### config.mk
export PLATFORM = sky130hd
export DESIGN_NAME = wb_uart_bridge
export DESIGN_NICKNAME = d
export VERILOG_FILES = /design/src/rtl/wb_uart_bridge.sv
export SDC_FILE = /design/constraint.sdc
export NUM_CORES = 1
export LEC_CHECK = 0
export BUFFER_PORTS_ARGS = -buffer_cell sky130_fd_sc_hd__buf_2
export CAP_MARGIN = 20
export CORE_MARGIN = 1
export CORE_UTILIZATION = 62
export CTS_BUF_LIST = sky130_fd_sc_hd__clkbuf_4
export CTS_CLUSTER_DIAMETER = 30
export DETAILED_ROUTE_END_ITERATION = 8
export PLACE_DENSITY = 0.85
export SYNTH_ARGS = -nofsm -noshare
export SYNTH_HDL_FRONTEND = slang
export SYNTH_SLANG_ARGS = --single-unit
### constraint.sdc
create_clock -name clk -period 3.99 [get_ports clk]
set_input_delay 0.798 -clock clk [delete_from_list [all_inputs] [get_ports clk]]
set_output_delay 0.798 -clock clk [all_outputs]
set_load 0.005 [all_outputs]
### src/rtl/wb_uart_bridge.sv
// UART-to-Wishbone debug initiator: serial 'W'/'R' frames become single
// Wishbone classic cycles, and the outcome is reported back on ser_tx.
module wb_uart_bridge #(
  parameter int CLK_FREQ    = 25_000_000,
  parameter int BAUDRATE    = 115200,
  parameter int ACK_TIMEOUT = 255
) (
  input  logic        clk,
  input  logic        rst_n,
  input  logic        ser_rx,
  output logic        ser_tx,
  output logic [31:0] wbm_adr_o,
  output logic [31:0] wbm_dat_o,
  input  logic [31:0] wbm_dat_i,
  output logic        wbm_we_o,
  output logic [3:0]  wbm_sel_o,
  output logic        wbm_stb_o,
  output logic        wbm_cyc_o,
  input  logic        wbm_ack_i,
  output logic        busy_o
);

  localparam int CLKS_PER_BIT = CLK_FREQ / BAUDRATE;
  localparam int HALF_BIT     = CLKS_PER_BIT / 2;
  localparam int CW           = $clog2(CLKS_PER_BIT + 1);
  localparam int WW           = $clog2(ACK_TIMEOUT + 1);

  localparam logic [CW-1:0] BIT_LAST  = CW'(CLKS_PER_BIT - 1);
  localparam logic [CW-1:0] HALF_LAST = CW'(HALF_BIT - 1);
  localparam logic [WW-1:0] WD_LAST   = WW'(ACK_TIMEOUT - 1);

  localparam logic [7:0] CMD_WRITE = 8'h57;
  localparam logic [7:0] CMD_READ  = 8'h52;
  localparam logic [7:0] RSP_OK    = 8'h4B;
  localparam logic [7:0] RSP_NAK   = 8'h15;
  localparam logic [7:0] RSP_ERR   = 8'hEE;

  typedef enum logic [1:0] {RX_IDLE, RX_START, RX_DATA, RX_STOP} rx_state_t;
  typedef enum logic [1:0] {TX_IDLE, TX_START, TX_DATA, TX_STOP} tx_state_t;
  typedef enum logic [2:0] {C_IDLE, C_ADDR, C_WDATA, C_BUS, C_RESP} cmd_state_t;

  // ------------------------------------------------------------------
  // Receiver
  // ------------------------------------------------------------------
  logic            rx_meta, rx_sync, rx_prev;
  rx_state_t       rx_state, rx_next;
  logic [CW-1:0]   rx_cnt;
  logic [2:0]      rx_bit;
  logic [7:0]      rx_shift;
  logic            rx_valid, rx_ferr;

  // Two-flop synchronizer plus one delayed copy for falling-edge detection
  always_ff @(posedge clk or negedge rst_n) begin
    if (!rst_n) begin
      rx_meta <= 1'b1;
      rx_sync <= 1'b1;
      rx_prev <= 1'b1;
    end else begin
      rx_meta <= ser_rx;
      rx_sync <= rx_meta;
      rx_prev <= rx_sync;
    end
  end

  // Receiver state register
  always_ff @(posedge clk or negedge rst_n) begin
    if (!rst_n) rx_state <= RX_IDLE;
    else        rx_state <= rx_next;
  end

  // Receiver next state: mid-start recheck rejects glitches
  always_comb begin
    rx_next = rx_state;
    case (rx_state)
      RX_IDLE:  if (rx_prev && !rx_sync) rx_next = RX_START;
      RX_START: if (rx_cnt == HALF_LAST) rx_next = rx_sync ? RX_IDLE : RX_DATA;
      RX_DATA:  if (rx_cnt == BIT_LAST && rx_bit == 3'd7) rx_next = RX_STOP;
      RX_STOP:  if (rx_cnt == BIT_LAST) rx_next = RX_IDLE;
      default:  rx_next = RX_IDLE;
    endcase
  end

  // Receiver bit timing, shift register and one-cycle byte/error pulses
  always_ff @(posedge clk or negedge rst_n) begin
    if (!rst_n) begin
      rx_cnt   <= '0;
      rx_bit   <= '0;
      rx_shift <= '0;
      rx_valid <= 1'b0;
      rx_ferr  <= 1'b0;
    end else begin
      rx_valid <= 1'b0;
      rx_ferr  <= 1'b0;
      if (rx_state == RX_IDLE || rx_cnt == BIT_LAST ||
          (rx_state == RX_START && rx_cnt == HALF_LAST))
        rx_cnt <= '0;
      else
        rx_cnt <= rx_cnt + 1'b1;
      if (rx_state == RX_IDLE) rx_bit <= '0;
      if (rx_state == RX_DATA && rx_cnt == BIT_LAST) begin
        rx_shift <= {rx_sync, rx_shift[7:1]};
        rx_bit   <= rx_bit + 1'b1;
      end
      if (rx_state == RX_STOP && rx_cnt == BIT_LAST) begin
        rx_valid <= rx_sync;
        rx_ferr  <= !rx_sync;
      end
    end
  end

  // ------------------------------------------------------------------
  // Transmitter
  // ------------------------------------------------------------------
  tx_state_t     tx_state, tx_next;
  logic [CW-1:0] tx_cnt;
  logic [2:0]    tx_bit;
  logic [7:0]    tx_shift;
  logic          tx_start;
  logic [7:0]    tx_byte;
  logic          tx_ready;

  assign tx_ready = (tx_state == TX_IDLE);

  // Transmitter state register
  always_ff @(posedge clk or negedge rst_n) begin
    if (!rst_n) tx_state <= TX_IDLE;
    else        tx_state <= tx_next;
  end

  // Transmitter next state: each symbol lasts exactly one bit period
  always_comb begin
    tx_next = tx_state;
    case (tx_state)
      TX_IDLE:  if (tx_start) tx_next = TX_START;
      TX_START: if (tx_cnt == BIT_LAST) tx_next = TX_DATA;
      TX_DATA:  if (tx_cnt == BIT_LAST && tx_bit == 3'd7) tx_next = TX_STOP;
      TX_STOP:  if (tx_cnt == BIT_LAST) tx_next = TX_IDLE;
      default:  tx_next = TX_IDLE;
    endcase
  end

  // Transmitter datapath; ser_tx is registered so the line never glitches
  always_ff @(posedge clk or negedge rst_n) begin
    if (!rst_n) begin
      tx_cnt   <= '0;
      tx_bit   <= '0;
      tx_shift <= '0;
      ser_tx   <= 1'b1;
    end else begin
      if (tx_state == TX_IDLE || tx_cnt == BIT_LAST) tx_cnt <= '0;
      else                                           tx_cnt <= tx_cnt + 1'b1;
      case (tx_state)
        TX_IDLE: if (tx_start) begin
          tx_shift <= tx_byte;
          tx_bit   <= '0;
          ser_tx   <= 1'b0;
        end
        TX_START: if (tx_cnt == BIT_LAST) ser_tx <= tx_shift[0];
        TX_DATA: if (tx_cnt == BIT_LAST) begin
          tx_shift <= {1'b0, tx_shift[7:1]};
          tx_bit   <= tx_bit + 1'b1;
          ser_tx   <= (tx_bit == 3'd7) ? 1'b1 : tx_shift[1];
        end
        default: ser_tx <= 1'b1;
      endcase
    end
  end

  // ------------------------------------------------------------------
  // Command parser and bus master
  // ------------------------------------------------------------------
  cmd_state_t    cmd_state, cmd_next;
  logic          is_write;
  logic [1:0]    byte_cnt;
  logic [WW-1:0] wd_cnt;
  logic [31:0]   resp_data;
  logic [2:0]    resp_left;

  assign busy_o = (cmd_state != C_IDLE);

  // Command state register
  always_ff @(posedge clk or negedge rst_n) begin
    if (!rst_n) cmd_state <= C_IDLE;
    else        cmd_state <= cmd_next;
  end

  // Command next state and transmit handshake
  always_comb begin
    cmd_next = cmd_state;
    tx_start = 1'b0;
    tx_byte  = resp_data[31:24];
    case (cmd_state)
      C_IDLE:
        if (rx_valid)
          cmd_next = (rx_shift == CMD_WRITE || rx_shift == CMD_READ) ? C_ADDR : C_RESP;
      C_ADDR:
        if (rx_ferr) cmd_next = C_IDLE;
        else if (rx_valid && byte_cnt == 2'd3) cmd_next = is_write ? C_WDATA : C_BUS;
      C_WDATA:
        if (rx_ferr) cmd_next = C_IDLE;
        else if (rx_valid && byte_cnt == 2'd3) cmd_next = C_BUS;
      C_BUS:
        if (wbm_cyc_o && (wbm_ack_i || wd_cnt == WD_LAST)) cmd_next = C_RESP;
      C_RESP:
        if (resp_left != 3'd0) tx_start = tx_ready;
        else if (tx_ready) cmd_next = C_IDLE;
      default: cmd_next = C_IDLE;
    endcase
  end

  // Frame collection, Wishbone cycle with watchdog, response queueing
  always_ff @(posedge clk or negedge rst_n) begin
    if (!rst_n) begin
      is_write  <= 1'b0;
      byte_cnt  <= '0;
      wd_cnt    <= '0;
      resp_data <= '0;
      resp_left <= '0;
      wbm_adr_o <= '0;
      wbm_dat_o <= '0;
      wbm_we_o  <= 1'b0;
      wbm_sel_o <= '0;
      wbm_stb_o <= 1'b0;
      wbm_cyc_o <= 1'b0;
    end else begin
      case (cmd_state)
        C_IDLE: begin
          byte_cnt <= '0;
          wd_cnt   <= '0;
          if (rx_valid) begin
            is_write <= (rx_shift == CMD_WRITE);
            if (rx_shift != CMD_WRITE && rx_shift != CMD_READ) begin
              resp_data <= {RSP_NAK, 24'h0};
              resp_left <= 3'd1;
            end
          end
        end
        C_ADDR: if (rx_valid) begin
          wbm_adr_o <= {wbm_adr_o[23:0], rx_shift};
          byte_cnt  <= byte_cnt + 1'b1;
        end
        C_WDATA: if (rx_valid) begin
          wbm_dat_o <= {wbm_dat_o[23:0], rx_shift};
          byte_cnt  <= byte_cnt + 1'b1;
        end
        C_BUS: begin
          if (!wbm_cyc_o) begin
            wbm_cyc_o <= 1'b1;
            wbm_stb_o <= 1'b1;
            wbm_sel_o <= 4'hF;
            wbm_we_o  <= is_write;
            wd_cnt    <= '0;
          end else if (wbm_ack_i || wd_cnt == WD_LAST) begin
            wbm_cyc_o <= 1'b0;
            wbm_stb_o <= 1'b0;
            wbm_sel_o <= '0;
            wbm_we_o  <= 1'b0;
            if (!wbm_ack_i) begin
              resp_data <= {RSP_ERR, 24'h0};
              resp_left <= 3'd1;
            end else if (is_write) begin
              resp_data <= {RSP_OK, 24'h0};
              resp_left <= 3'd1;
            end else begin
              resp_data <= wbm_dat_i;
              resp_left <= 3'd4;
            end
          end else begin
            wd_cnt <= wd_cnt + 1'b1;
          end
        end
        C_RESP: if (tx_start) begin
          resp_data <= {resp_data[23:0], 8'h00};
          resp_left <= resp_left - 1'b1;
        end
        default: ;
      endcase
    end
  end

endmodule

==> results of run 1 <==
-- sequential cells by signal (all words and copies together), names as in the netlist, 3 cells and up, named ones only --
signal,flops
wbm_adr_o,32
wbm_dat_o,32
resp_data,32
tx_bit,3
rx_shift,8
wd_cnt,8
rx_bit,3
resp_left,3
cmd_state,3
tx_shift,8
tx_cnt,8
rx_cnt,8
-- cell type report --
class	instances	area, um2
Sequential cell	164	4109
Fill cell	862	3486
Multi-Input combinational cell	386	3263
Timing Repair Buffer	115	599.3
Tap cell	168	210.2
Clock inverter	14	138.9
Clock buffer	18	135.1
Inverter	32	120.1
-- metrics by stage --
step | area (um2) | utilization [%] | hold slack (ps) | instances | setup WS, ps
floorplan | 7695 | - | 345.2 | 614 | 2010
global placement | 8302 | 68.83 | 346.4 | 865 | 1225
finish | 8576 | 71.10 | 244.5 | 897 | 973.0
global route | 8576 | 71.10 | 269.7 | 897 | 814.5
CTS | 8576 | 71.10 | 249.7 | 897 | 948.6
detailed placement | 8302 | 68.83 | 352.1 | 865 | 1107
-- worst max-delay path, delay by kind of cell, from the launching register on --
kind          cells  cell delay (ps)
flops             1              620
simple gates      1              470
buf+inv           2              560
-- cells in the final DEF (no fill, tap or decap), types with 11 or more instances in the layout --
master and count:
mux2_2 94, buf_2 107, nand2_1 37, inv_1 31, a21oi_1 11, nor2_1 33
mux2i_1 15, mux2_4 22, clkbuf_4 18, dfrtp_1 160, o21ai_0 22, a22o_1 20
ha_1 17, nand3_1 20
-- metal layers --
layer	vias to the layer above	track usage, %	share of wire [%]	wire length [um]
li1	2381	-	-	-
met1	2570	32.51	43	6378
met2	110	41.39	52	7676
met3	19	5.632	4.0	599
met4	0	7.807	1.1	165
met5	-	0	0	0
-- worst paths after layout --
kind	start	endpoint	slack (ps)
max	cmd_state[0]	busy_o	970
min	rst_n	resp_data[26]	240
max reg2reg	cmd_state[2]	resp_data[23]	1050
min reg2reg	rx_meta	rx_sync	370
max in group asynchronous	rst_n	ser_tx	2800
min in group clk	ser_rx	rx_meta	320
-- where the power goes --
group	switching, mW	internal [mW]	total (mW)
Combinational	0.0925	0.0680	0.160
Sequential	0.0493	1.70	1.75
Clock	0.613	0.334	0.946
-- cell families (layout without fill, tap and decap cells) --
family | count (synthesis) | count (layout)
DFF | 164 | 164
buffers and inverters | 64 | 179
muxes | 132 | 132
and+or+nand+nor | 141 | 141
adders and majority gates | 19 | 19
xor gates and xnor gates | 14 | 14
AOI/OAI and AO/OA | 80 | 80
==> summary.txt, run 1 <==
Clocking
  – TritonCTS clock tree: done
  – Clk pin slew, worst setup/hold paths: ~150 ps
  – Root buffer cell: clkbuf_4
  – # H-tree levels: 4
  – Clock buffer depth: 2
  – Postcts setup bufs: 0
  – # hold bufs at CTS: 0
  – Clk sinks: 164
  – Cts bufs inserted: 17
  – Worst skew pair latency: ~570 ps
  – Resized cells post-CTS: 0

Cells and area
  – Synthesis-to-finish area growth: 11.45%
  – Antenna cells: 0
  – Layout cells sized above 1: 38.27%
  – Nets: 769

Setup path
  – Worst Path Arrival: around 2200 ps
  – FF-to-FF path depth: 4
  – Worst EP required: approximately 3200 ps
  – Worst path cell trace: nor3_2 > clkinv_1 > buf_2
  – Slowest CP cell: dfrtp_1
  – Critical path's largest stage delay: 620 ps
  – Worst Setup End Kind: output pin
  – Largest fanout on the critical path: 14
  – Critical Path Source Type: flip-flop
  – Setup CP Type: flip-flop to output pin

Die
  – Starting Density: about 64%
  – DIE HEIGHT: 113.4 um
  – # rows: 40
  – Core ar.: between 10000 and 15000 um2
  – Chip Width: 113.4 um
  – # IOs: between 100 and 150
  – DIE AREA: 12860 um2

Global route
  – Global-route wire length before repair: 24.78 mm
  – GR Overflow Total: 0
  – Number of global-route vias before repair: 5071
  – Overall Global Routing Usage: 24.79%
  – Initial antenna violation count: 0
  – Largest net degree at the start of global routing: 89

Synth
  – Top_reg_cell synth: dfrtp_1
  – Cells after Synth: 614
  – Share of the yosys chip area belonging to registers: between 50 and 60%
  – Post-Synth Adder-Cell Area: approximately 3.0%
  – XOR/XNOR share of the synthesized area: ~1.6%
  – Top-area cell type share of the netlist area: between 50% and 60%
  – Largest family of logic cells by synthesized area: multiplexers
  – Synth top cells by count: 160 x dfrtp_1, 94 x mux2_2, 37 x nand2_1
  – Area contributors post-synth: dfrtp_1 52%, mux2_2 14%, mux2_4 4.3%
  – Synth unique cells: 62
  – Count of state elements after synthesis: 164
  – Post-synth ARST share: 100.0%
  – Synth Area in Compound Gates: 7.398%
  – Post-synth EDFFs: 0
  – Simple-gate share of the synthesized area: around a tenth
  – Syn Area/Cell: 12.53 um2
  – Synthesized area: 7695 um2
  – Mux cell area share after synthesis: between 20% and 30%
  – Top-count cell post-synth: dfrtp_1
  – Largest area contributor in the netlist: dfrtp_1
  – Ys Warns: 0
  – Synth Net Count: 667

Drt
  – Routed vias/inst: 5.663
  – First drt pass iteration count: 4
  – Routed WL: about 15 mm
  – Via count of the routed design: 5080
  – Routed Antenna Nets: 0
  – Post-route DRC: 0
  – Iteration-0 DRC Markers: between 300 and 400
  – Wirelength per Cell: around 17 um

Timing
  – Crit share post-route: 75.61%
  – Layout Skew: 23.68 ps
  – Fmax achieved: 331.5 MHz
  – Slew Viols, Final: 0
  – Final setup vio count: 0
  – Fin. Hold Viols: 0
  – Sum of negative setup slack: 0 ps
  – Fin crit period: 3017 ps
  – Tightest Pin Transition: 1037 ps
  – Rel. slew slack: 30.82%
  – RSZ-0062 raised after global routing: no

Pwr
  – Power, Total: 2.856 mW
  – PwrDens: 333.1 nW/um2
  – Pleak: 4.519 nW
  – Peak VDD IR: 0.0003169 V

Min path
  – Hold Path Class: input pin to async pin

Run status
  – Outcome: finished clean

Run
  – Number of max-cap violations: 0

Place
  – Port buffer count: 108
  – GPL Wtd Cong: 0.8609
  – Dpl hpwl: 10.63 mm
No activity file was read; power rests on OpenSTA's default activity.
==> run 2, diff against run 1 <==
--- a/config.mk
+++ b/config.mk
@@ -8,11 +8,11 @@
 export BUFFER_PORTS_ARGS = -buffer_cell sky130_fd_sc_hd__buf_2
 export CAP_MARGIN = 20
 export CORE_MARGIN = 1
-export CORE_UTILIZATION = 62
+export CORE_UTILIZATION = 59
 export CTS_BUF_LIST = sky130_fd_sc_hd__clkbuf_4
 export CTS_CLUSTER_DIAMETER = 30
 export DETAILED_ROUTE_END_ITERATION = 8
-export PLACE_DENSITY = 0.85
+export PLACE_DENSITY = 0.82
 export SYNTH_ARGS = -nofsm -noshare
 export SYNTH_HDL_FRONTEND = slang
 export SYNTH_SLANG_ARGS = --single-unit
==> constraint.sdc (replaced) <==
create_clock -name clk -period 3.04 [get_ports clk]
set_input_delay 0.608 -clock clk [delete_from_list [all_inputs] [get_ports clk]]
set_output_delay 0.608 -clock clk [all_outputs]
set_load 0.005 [all_outputs]
==> summary.txt, run 2 (synthesized netlist as in run 1, its figures left out) <==
Run status
  – Outcome: finished clean

Pwr
  – PwrDens: between 400 and 500 nW/um2
  – Power, Total: roughly 3.6 mW
  – Pleak: 4.517 nW
  – Peak VDD IR: about 0.0003 V

Setup path
  – Worst EP required: between 2000 and 2500 ps
  – CP bufs+invs: 2
  – Largest fanout on the critical path: 14
  – Critical path's largest stage delay: 610 ps
  – Worst Setup End Kind: output pin
  – Worst Path Arrival: 2180 ps
  – Family with the most delay on the worst path: flip-flops
  – Worst path cell trace: nor3_2 > clkinv_1 > buf_2
  – Critical Path Source Type: flip-flop
  – Slowest CP cell: dfrtp_1
  – CP Depth: 3
  – Setup CP Type: flip-flop to output pin
  – FF-to-FF path depth: 4

Place
  – Dpl hpwl: 10.23 mm
  – Port buffer count: 108
  – Placed cells: 873
  – GPL Wtd Cong: approximately 0.84
  – Placed inst area: between 8000 and 9000 um2
  – Worst slack, placed: 442.0 ps

Die
  – Core ar.: 12670 um2
  – Starting Density: 60.73%
  – Chip Width: 116.2 um
  – # IOs: 109
  – # rows: 41
  – DIE AREA: 13500 um2
  – DIE HEIGHT: ~120 um

Run
  – Number of max-cap violations: 0

Drt
  – Routed Antenna Nets: 0
  – Wirelength per Cell: 16.05 um
  – Post-route DRC: 0
  – First drt pass iteration count: 7
  – Routed WL: ~15 mm
  – Iteration-0 DRC Markers: 320
  – Routed vias/inst: 5.585
  – Via count of the routed design: 5054

Cells and area
  – Synthesis-to-finish area growth: 11.85%
  – Antenna cells: 0
  – Post-layout util: 67.93%
  – Commonest cells after routing, fill and taps aside: 160 x dfrtp_1, 107 x buf_2, 94 x mux2_2
  – Top Registers: resp_data (32), wbm_adr_o (32), wbm_dat_o (32)
  – Commonest non-fill, non-tap cell in the layout: dfrtp_1
  – Nets: slightly below 800
  – Final instance count without filler cells: ~910
  – Layout cells sized above 1: between 30 and 40%
  – Cell area after layout: 8607 um2

Min path
  – Hold Path Class: input pin to async pin

Timing
  – Layout Skew: approximately 28 ps
  – Fin. Hold Viols: 0
  – Sum of negative setup slack: 0 ps
  – Fin worst setup slack: 252.2 ps
  – Crit share post-route: 91.70%
  – Slew Viols, Final: 0
  – Hold slack final: 30.33 ps
  – Tightest Pin Transition: 858.1 ps
  – RSZ-0062 raised after global routing: no
  – Final setup vio count: 0
  – Rel. slew slack: 42.73%
  – Fmax achieved: 358.7 MHz
  – Fin crit period: 2788 ps

Global route
  – GR Overflow Total: 0
  – Initial antenna violation count: 0
  – Number of global-route vias before repair: 5076
  – Largest net degree at the start of global routing: 65
  – Overall Global Routing Usage: 23.68%
  – Global-route wire length before repair: roughly 25 mm

Clocking
  – Worst skew pair latency: 560 ps
  – Clock buffer depth: 2
  – Postcts setup bufs: 0
  – # H-tree levels: 4
  – Clk pin slew, worst setup/hold paths: 130 ps
  – Cts bufs inserted: 17
  – Resized cells post-CTS: 0
  – Clk sinks: 164
  – Root buffer cell: clkbuf_4
  – TritonCTS clock tree: done
  – # hold bufs at CTS: 0
[run 2: cell count changes in the layout (fill, tap and decap cells not counted), sizes merged]
cell	delta
clkinvlp	+5
buf	+4
inv	-3
clkinv	-2
bufinv	-1
clkbuf	+1
[run 2: metal layers]
layer / track usage (%) / wire length [um]
met5: 0 / 0
met4: 8.974 / 187
met3: 4.930 / 592
met2: 37.82 / 7062
met1: 32.13 / 6677
[run 2: cell type report]
type | count | area [um2]
Sequential cell | 164 | 4109
Multi-Input combinational cell | 386 | 3263
Tap cell | 172 | 215.2
Clock buffer | 19 | 142.6
Timing Repair Buffer | 119 | 654.4
Clock inverter | 13 | 102.6
Fill cell | 942 | 4064
Inverter | 32 | 120.1
[run 2: path summary, 6_finish.rpt]
check / end / start / slack, ps
setup / recovery: busy_o / cmd_state[0] / 250
hold / removal: tx_shift[4] / rst_n / 30
setup reg to reg: resp_data[22] / cmd_state[2] / 380
hold reg to reg: rx_sync / rx_meta / 370
max in group asynchronous: rx_prev / rst_n / 2270
min in group clk: rx_meta / ser_rx / 150
[run 2: power breakdown]
part	switching [mW]	total (mW)	internal (mW)
clock	0.787	1.14	0.350
combinational	0.118	0.208	0.0907
sequential	0.0648	2.30	2.23
total	0.969	3.64	2.67
[run 2: worst reg2reg max path, stage by stage, from the launching register on]
cell,delay (ps)
dfrtp_1,700
nand3b_1,210
a221o_1,360
nand4_4,720
mux2_4,560
